`config.mk`:
```
export PLATFORM = sky130hd
export DESIGN_NAME = spi_flash_arbiter
export DESIGN_NICKNAME = d
export VERILOG_FILES = /design/src/rtl/spi_flash_arbiter.sv
export SDC_FILE = /design/constraint.sdc
export NUM_CORES = 1
export LEC_CHECK = 0
export CAP_MARGIN = 15
export CORE_ASPECT_RATIO = 0.6
export CORE_MARGIN = 3
export CORE_UTILIZATION = 55
export DETAILED_ROUTE_END_ITERATION = 6
export PLACE_DENSITY = 0.85
export SYNTH_ARGS = -nofsm -noshare
export SYNTH_HDL_FRONTEND = slang
export SYNTH_SLANG_ARGS = --single-unit
```
`constraint.sdc`:
```
create_clock -name clk -period 6.15 [get_ports clk]
set_clock_uncertainty 0.1 [all_clocks]
set_input_delay 1.845 -clock clk [delete_from_list [all_inputs] [get_ports clk]]
set_output_delay 1.845 -clock clk [all_outputs]
set_load 0.03 [all_outputs]
```
`src/rtl/spi_flash_arbiter.sv`:
```
// Two-requester round-robin arbiter that serves 32-bit reads from a SPI flash
// using the 0x03 READ command in SPI mode 0.
`timescale 1ns/1ps
module spi_flash_arbiter #(
  parameter logic [23:0] SPI_FLASH_BASE = 24'h500000,
  parameter int unsigned CLK_DIV        = 2
) (
  input  logic        clk,
  input  logic        n_reset,
  input  logic        req0_valid,
  input  logic [23:0] req0_addr,
  output logic        req0_ready,
  output logic [31:0] req0_rdata,
  input  logic        req1_valid,
  input  logic [23:0] req1_addr,
  output logic        req1_ready,
  output logic [31:0] req1_rdata,
  output logic        busy,
  output logic        spi_cs,
  output logic        spi_clk,
  output logic        spi_mosi,
  input  logic        spi_miso
);

  localparam int unsigned DIV_W = (2 * CLK_DIV > 2) ? $clog2(2 * CLK_DIV) : 1;
  localparam logic [DIV_W-1:0] DIV_HALF = DIV_W'(CLK_DIV);
  localparam logic [DIV_W-1:0] DIV_LAST = DIV_W'(2 * CLK_DIV - 1);

  typedef enum logic [1:0] {StIdle, StShift, StDone, StGap} state_e;

  state_e           r_state;
  state_e           w_state_next;
  logic [DIV_W-1:0] r_div;
  logic [5:0]       r_bit;
  logic             r_gap;
  logic             r_gnt;
  logic             r_last;
  logic [31:0]      r_tx;
  logic [31:0]      r_rx;
  logic [31:0]      r_rdata0;
  logic [31:0]      r_rdata1;

  logic        w_req_any;
  logic        w_grant;
  logic [23:0] w_flash_addr;
  logic        w_bit_end;
  logic        w_frame_end;
  logic        w_sample;
  logic [31:0] w_rx_next;
  logic [31:0] w_rx_le;

  assign w_req_any    = req0_valid | req1_valid;
  // On a tie the requester not granted last wins; a lone requester always wins.
  assign w_grant      = (req0_valid && req1_valid) ? ~r_last : req1_valid;
  assign w_flash_addr = (w_grant ? req1_addr : req0_addr) + SPI_FLASH_BASE;

  assign w_bit_end   = (r_div == DIV_LAST);
  assign w_frame_end = (r_state == StShift) && w_bit_end && (r_bit == 6'd63);
  assign w_sample    = (r_state == StShift) && (r_div == DIV_HALF) && r_bit[5];
  assign w_rx_next   = w_sample ? {r_rx[30:0], spi_miso} : r_rx;
  // Bytes arrive MSB first; the first byte received lands in bits [7:0].
  assign w_rx_le     = {w_rx_next[7:0], w_rx_next[15:8], w_rx_next[23:16], w_rx_next[31:24]};

  assign req0_rdata = r_rdata0;
  assign req1_rdata = r_rdata1;

  always_ff @(posedge clk or negedge n_reset) begin
    if (!n_reset) begin
      r_state <= StIdle;
    end else begin
      r_state <= w_state_next;
    end
  end

  always_comb begin
    w_state_next = r_state;
    busy         = 1'b1;
    spi_cs       = 1'b1;
    spi_clk      = 1'b0;
    spi_mosi     = 1'b0;
    req0_ready   = 1'b0;
    req1_ready   = 1'b0;
    unique case (r_state)
      StIdle: begin
        busy = 1'b0;
        if (w_req_any) begin
          w_state_next = StShift;
        end
      end
      StShift: begin
        spi_cs   = 1'b0;
        spi_clk  = (r_div >= DIV_HALF);
        spi_mosi = ~r_bit[5] & r_tx[31];
        if (w_frame_end) begin
          w_state_next = StDone;
        end
      end
      StDone: begin
        req0_ready   = ~r_gnt;
        req1_ready   = r_gnt;
        w_state_next = StGap;
      end
      StGap: begin
        if (r_gap) begin
          w_state_next = StIdle;
        end
      end
      default: w_state_next = StIdle;
    endcase
  end

  always_ff @(posedge clk or negedge n_reset) begin
    if (!n_reset) begin
      r_div    <= '0;
      r_bit    <= '0;
      r_gap    <= 1'b0;
      r_gnt    <= 1'b0;
      r_last   <= 1'b1;
      r_tx     <= '0;
      r_rx     <= '0;
      r_rdata0 <= '0;
      r_rdata1 <= '0;
    end else begin
      if (r_state == StIdle) begin
        r_div <= '0;
        r_bit <= '0;
        r_gap <= 1'b0;
        if (w_req_any) begin
          r_gnt  <= w_grant;
          r_last <= w_grant;
          r_tx   <= {8'h03, w_flash_addr};
        end
      end
      if (r_state == StShift) begin
        r_rx  <= w_rx_next;
        r_div <= w_bit_end ? '0 : r_div + 1'b1;
        if (w_bit_end) begin
          r_bit <= r_bit + 6'd1;
          r_tx  <= {r_tx[30:0], 1'b0};
        end
        if (w_frame_end) begin
          if (r_gnt) begin
            r_rdata1 <= w_rx_le;
          end else begin
            r_rdata0 <= w_rx_le;
          end
        end
      end
      if (r_state == StGap) begin
        r_gap <= 1'b1;
      end
    end
  end

endmodule

```
==> impl_metrics.yaml <==
sta:
  final-max-slew-violation-count: 0
  rsz0062_at_grt: "no"
  worst_slack_ns: 1.86
  worstMarginPinSlew_ns: 1.08
  fin_tns_setup_ns: 0
  setup_viol: 0
  slew_headroom_pct: 27.5
  fmax_ghz: 0.233
  hold_viol_final: 0
  fin_crit_ns: 4.29
  finalCritPeriodShare_pct: 69.7
floorplan:
  fp.dieH_um: 86.5
  io_pins: 123
  core_um2: 10200
  die_x_um: 140
  core.rowCount: 28
  initial_core_util_pct: 58.3
  dieArea_um2: 12100
final_layout:
  syn2layout_area_growth_pct: 31.7
  fin_area_um2: 7820
  register_area_um2: 3530
  antenna_cells: 0
  drive_above_1_share_pct: 7.23
  fill_cells: 631
  multi_input_area_um2: 2110
  nNetsFinal: 740
  finalNonFillerCells: 827
  layout_common_cells: "140 x dfrtp_1, 121 x clkdlybuf4s50_1, 65 x nand2_1, 55 x a21oi_1, 53 x mux2i_1"
  mostFrequentLayoutCell: "dfrtp_1"
synthesis:
  ys_top_cells_by_area: "dfrtp_1 59%, mux2i_1 8.9%, a21oi_1 4.6%, nand2_1 4.1%, o21ai_0 3.5%"
  ys_seq_area_share_pct: 59.4
  yosys_warnings: 0
  syn_nets: 626
  synth_seq_cells: 141
  syn_inst: 565
  synth_area_leader_cell: "dfrtp_1"
  synth_cell_types: 40
  avgSynthCellArea_um2: 10.5
  synth_edf_count: 0
  synth_top_cell_area_share_pct: 59.0
  synth-async-reset-ratio_pct: 100
  ys.flop_type: "dfrtp_1"
  synth_area_um2: 5940
placed_design:
  gp_congestion: 0.809
  port-buffer-count: 122
  place_ws_ns: 1.64
  placed_area_um2: 7220
  dp_hpwl_um: 9080
  placedCellCount: 794
clock_network:
  clock-root-buffer: "clkbuf_16"
  htree_levels: 4
  path_clk_slew_ns: 0.06
  clockBufferDepth: 2
  clock_latency_ns: 0.41
  cts_tree: "yes"
  clkSinkCount: 141
  cts_resized: 0
  cts_buffers: 17
  cts_setup_buffers: 0
  hold_buffers: 0
power:
  p_switching_mw: 0.462
  ir_drop_mv: 0.241
  power-per-cell-area_nw_per_um2: 256
  total_power_mw: 2.00
  swShare_pct: 23.1
  power_frac_clock_pct: 50.0
  comb_power_share_pct: 3.6
  internal-power_mw: 1.54
  p_seq_share_pct: 46.4
  leakage_nw: 4.27
drt:
  wl_um: 14100
  first_pass_iters: 4
  viasPerCell: 5.52
  dr_total_vias: 4568
  ant_nets: 0
  route.detailed.wl_per_inst_um: 17.1
  drt_iter0_markers: 344
  drcViolationCount: 0
setup_path:
  crit_path_end_kind: "output pin"
  critPathRequiredTime_ns: 4.20
  critPathLaunchType: "register"
  crit_type: "register to output pin"
  critical_path_peak_fanout: 6
  cp.arrival_ns: 2.34
grt:
  grtUsageTotal_pct: 24.3
  grt_pass1_vias: 4752
  grt_use_met2_pct: 39.9
  use_met3_pct: 5.62
  grt_max_degree: 100
  busiest_layer: "met2"
  grt_pass1_wl_um: 23500
  grt_overflow: 0
  global_route.usage.met1_pct: 32.9
  antenna_found_initial: 0
worst_hold_path:
  min_path_type: "register to register"
outcome:
  outcome: "completed"
flow_run:
  drv_cap: 0
==> synth_stat cells, drive strengths merged (2+ instances only) <==
cell type and count:
buf 20, nand3 11, nor4 2, xnor2 2
and3 2, inv 37, nor2 43, mux2i 53
ha 8, and2 3, a31oi 2, o21ai 65
o21a 2, clkbuf 15, nand2 65, dfrtp 140
mux2 5, a21o 19, a21oi 55
==> cells by family after synthesis <==
group | after synthesis | synth area share, %
buffers and inverters | 72 | 5.18
AO/OA/AOI/OAI | 148 | 13.7
XOR/XNOR | 3 | 0.442
AND/OR/NAND/NOR | 135 | 9.67
flip-flops | 141 | 59.4
adder cells (fa/ha/maj) | 8 | 1.69
multiplexers | 58 | 9.94
==> flip-flops by register name, indices dropped and copies added (netlist names) <==
name / flops
r_rx: 32
r_tx: 32
req0_rdata: 32
req1_rdata: 32
r_bit: 6
r_div: 2
r_state: 2
r_gap: 1
r_gnt: 1
r_last: 1
==> power by group through the flow <==
stage | clock (mW) | combinational (mW) | sequential, mW
floorplan | 0 | 0.0179 | 0.945
global placement | 0 | 0.0719 | 0.945
detailed placement | 0 | 0.0740 | 0.945
CTS | 1.01 | 0.0741 | 0.928
global route | 1.06 | 0.0797 | 0.927
finish | 1.00 | 0.0724 | 0.928
==> per-stage QoR <==
stage                     utilization [%]  hold slack (ns)
final                                76.7            0.370
after global routing                 76.7            0.398
after CTS                            76.5            0.369
after detailed placement             70.9            0.352
after global placement               70.9            0.347
after floorplan                         -            0.332
==> layout make-up <==
class	instances	share of cell area, %
clock buffer	17	5.44
clock inverter	15	1.97
inverter	37	1.78
multi-input combinational	352	27.0
sequential	141	45.1
tap	135	2.16
timing repair buffer	130	16.6
==> worst max-delay path, cell delays in order, from the launching register on <==
cell and delay (ns):
dfrtp_1 0.42, inv_1 0.11, ha_1 0.27, inv_1 0.16, nor3b_1 0.24, clkdlybuf4s50_1 0.74
==> final timing paths <==
kind	startpoint	end	slack, ns	depth (start not counted)
worst max-delay path	r_state[1]	spi_mosi	1.86	5
worst min-delay path	r_tx[29]	r_tx[30]	0.37	2
worst max register to register	r_state[1]	req0_rdata[20]	3.46	5
worst min register to register	r_tx[29]	r_tx[30]	0.37	2
max in group asynchronous	n_reset	r_tx[25]	3.42	2
min in group asynchronous	n_reset	req0_rdata[13]	1.41	1
==> per-layer routing <==
metal	vias up	wire (um)
li1	2134	-
met1	2286	6340
met2	125	6880
met3	23	680
met4	0	220
met5	-	0
Power figures use the tool's default switching activity.
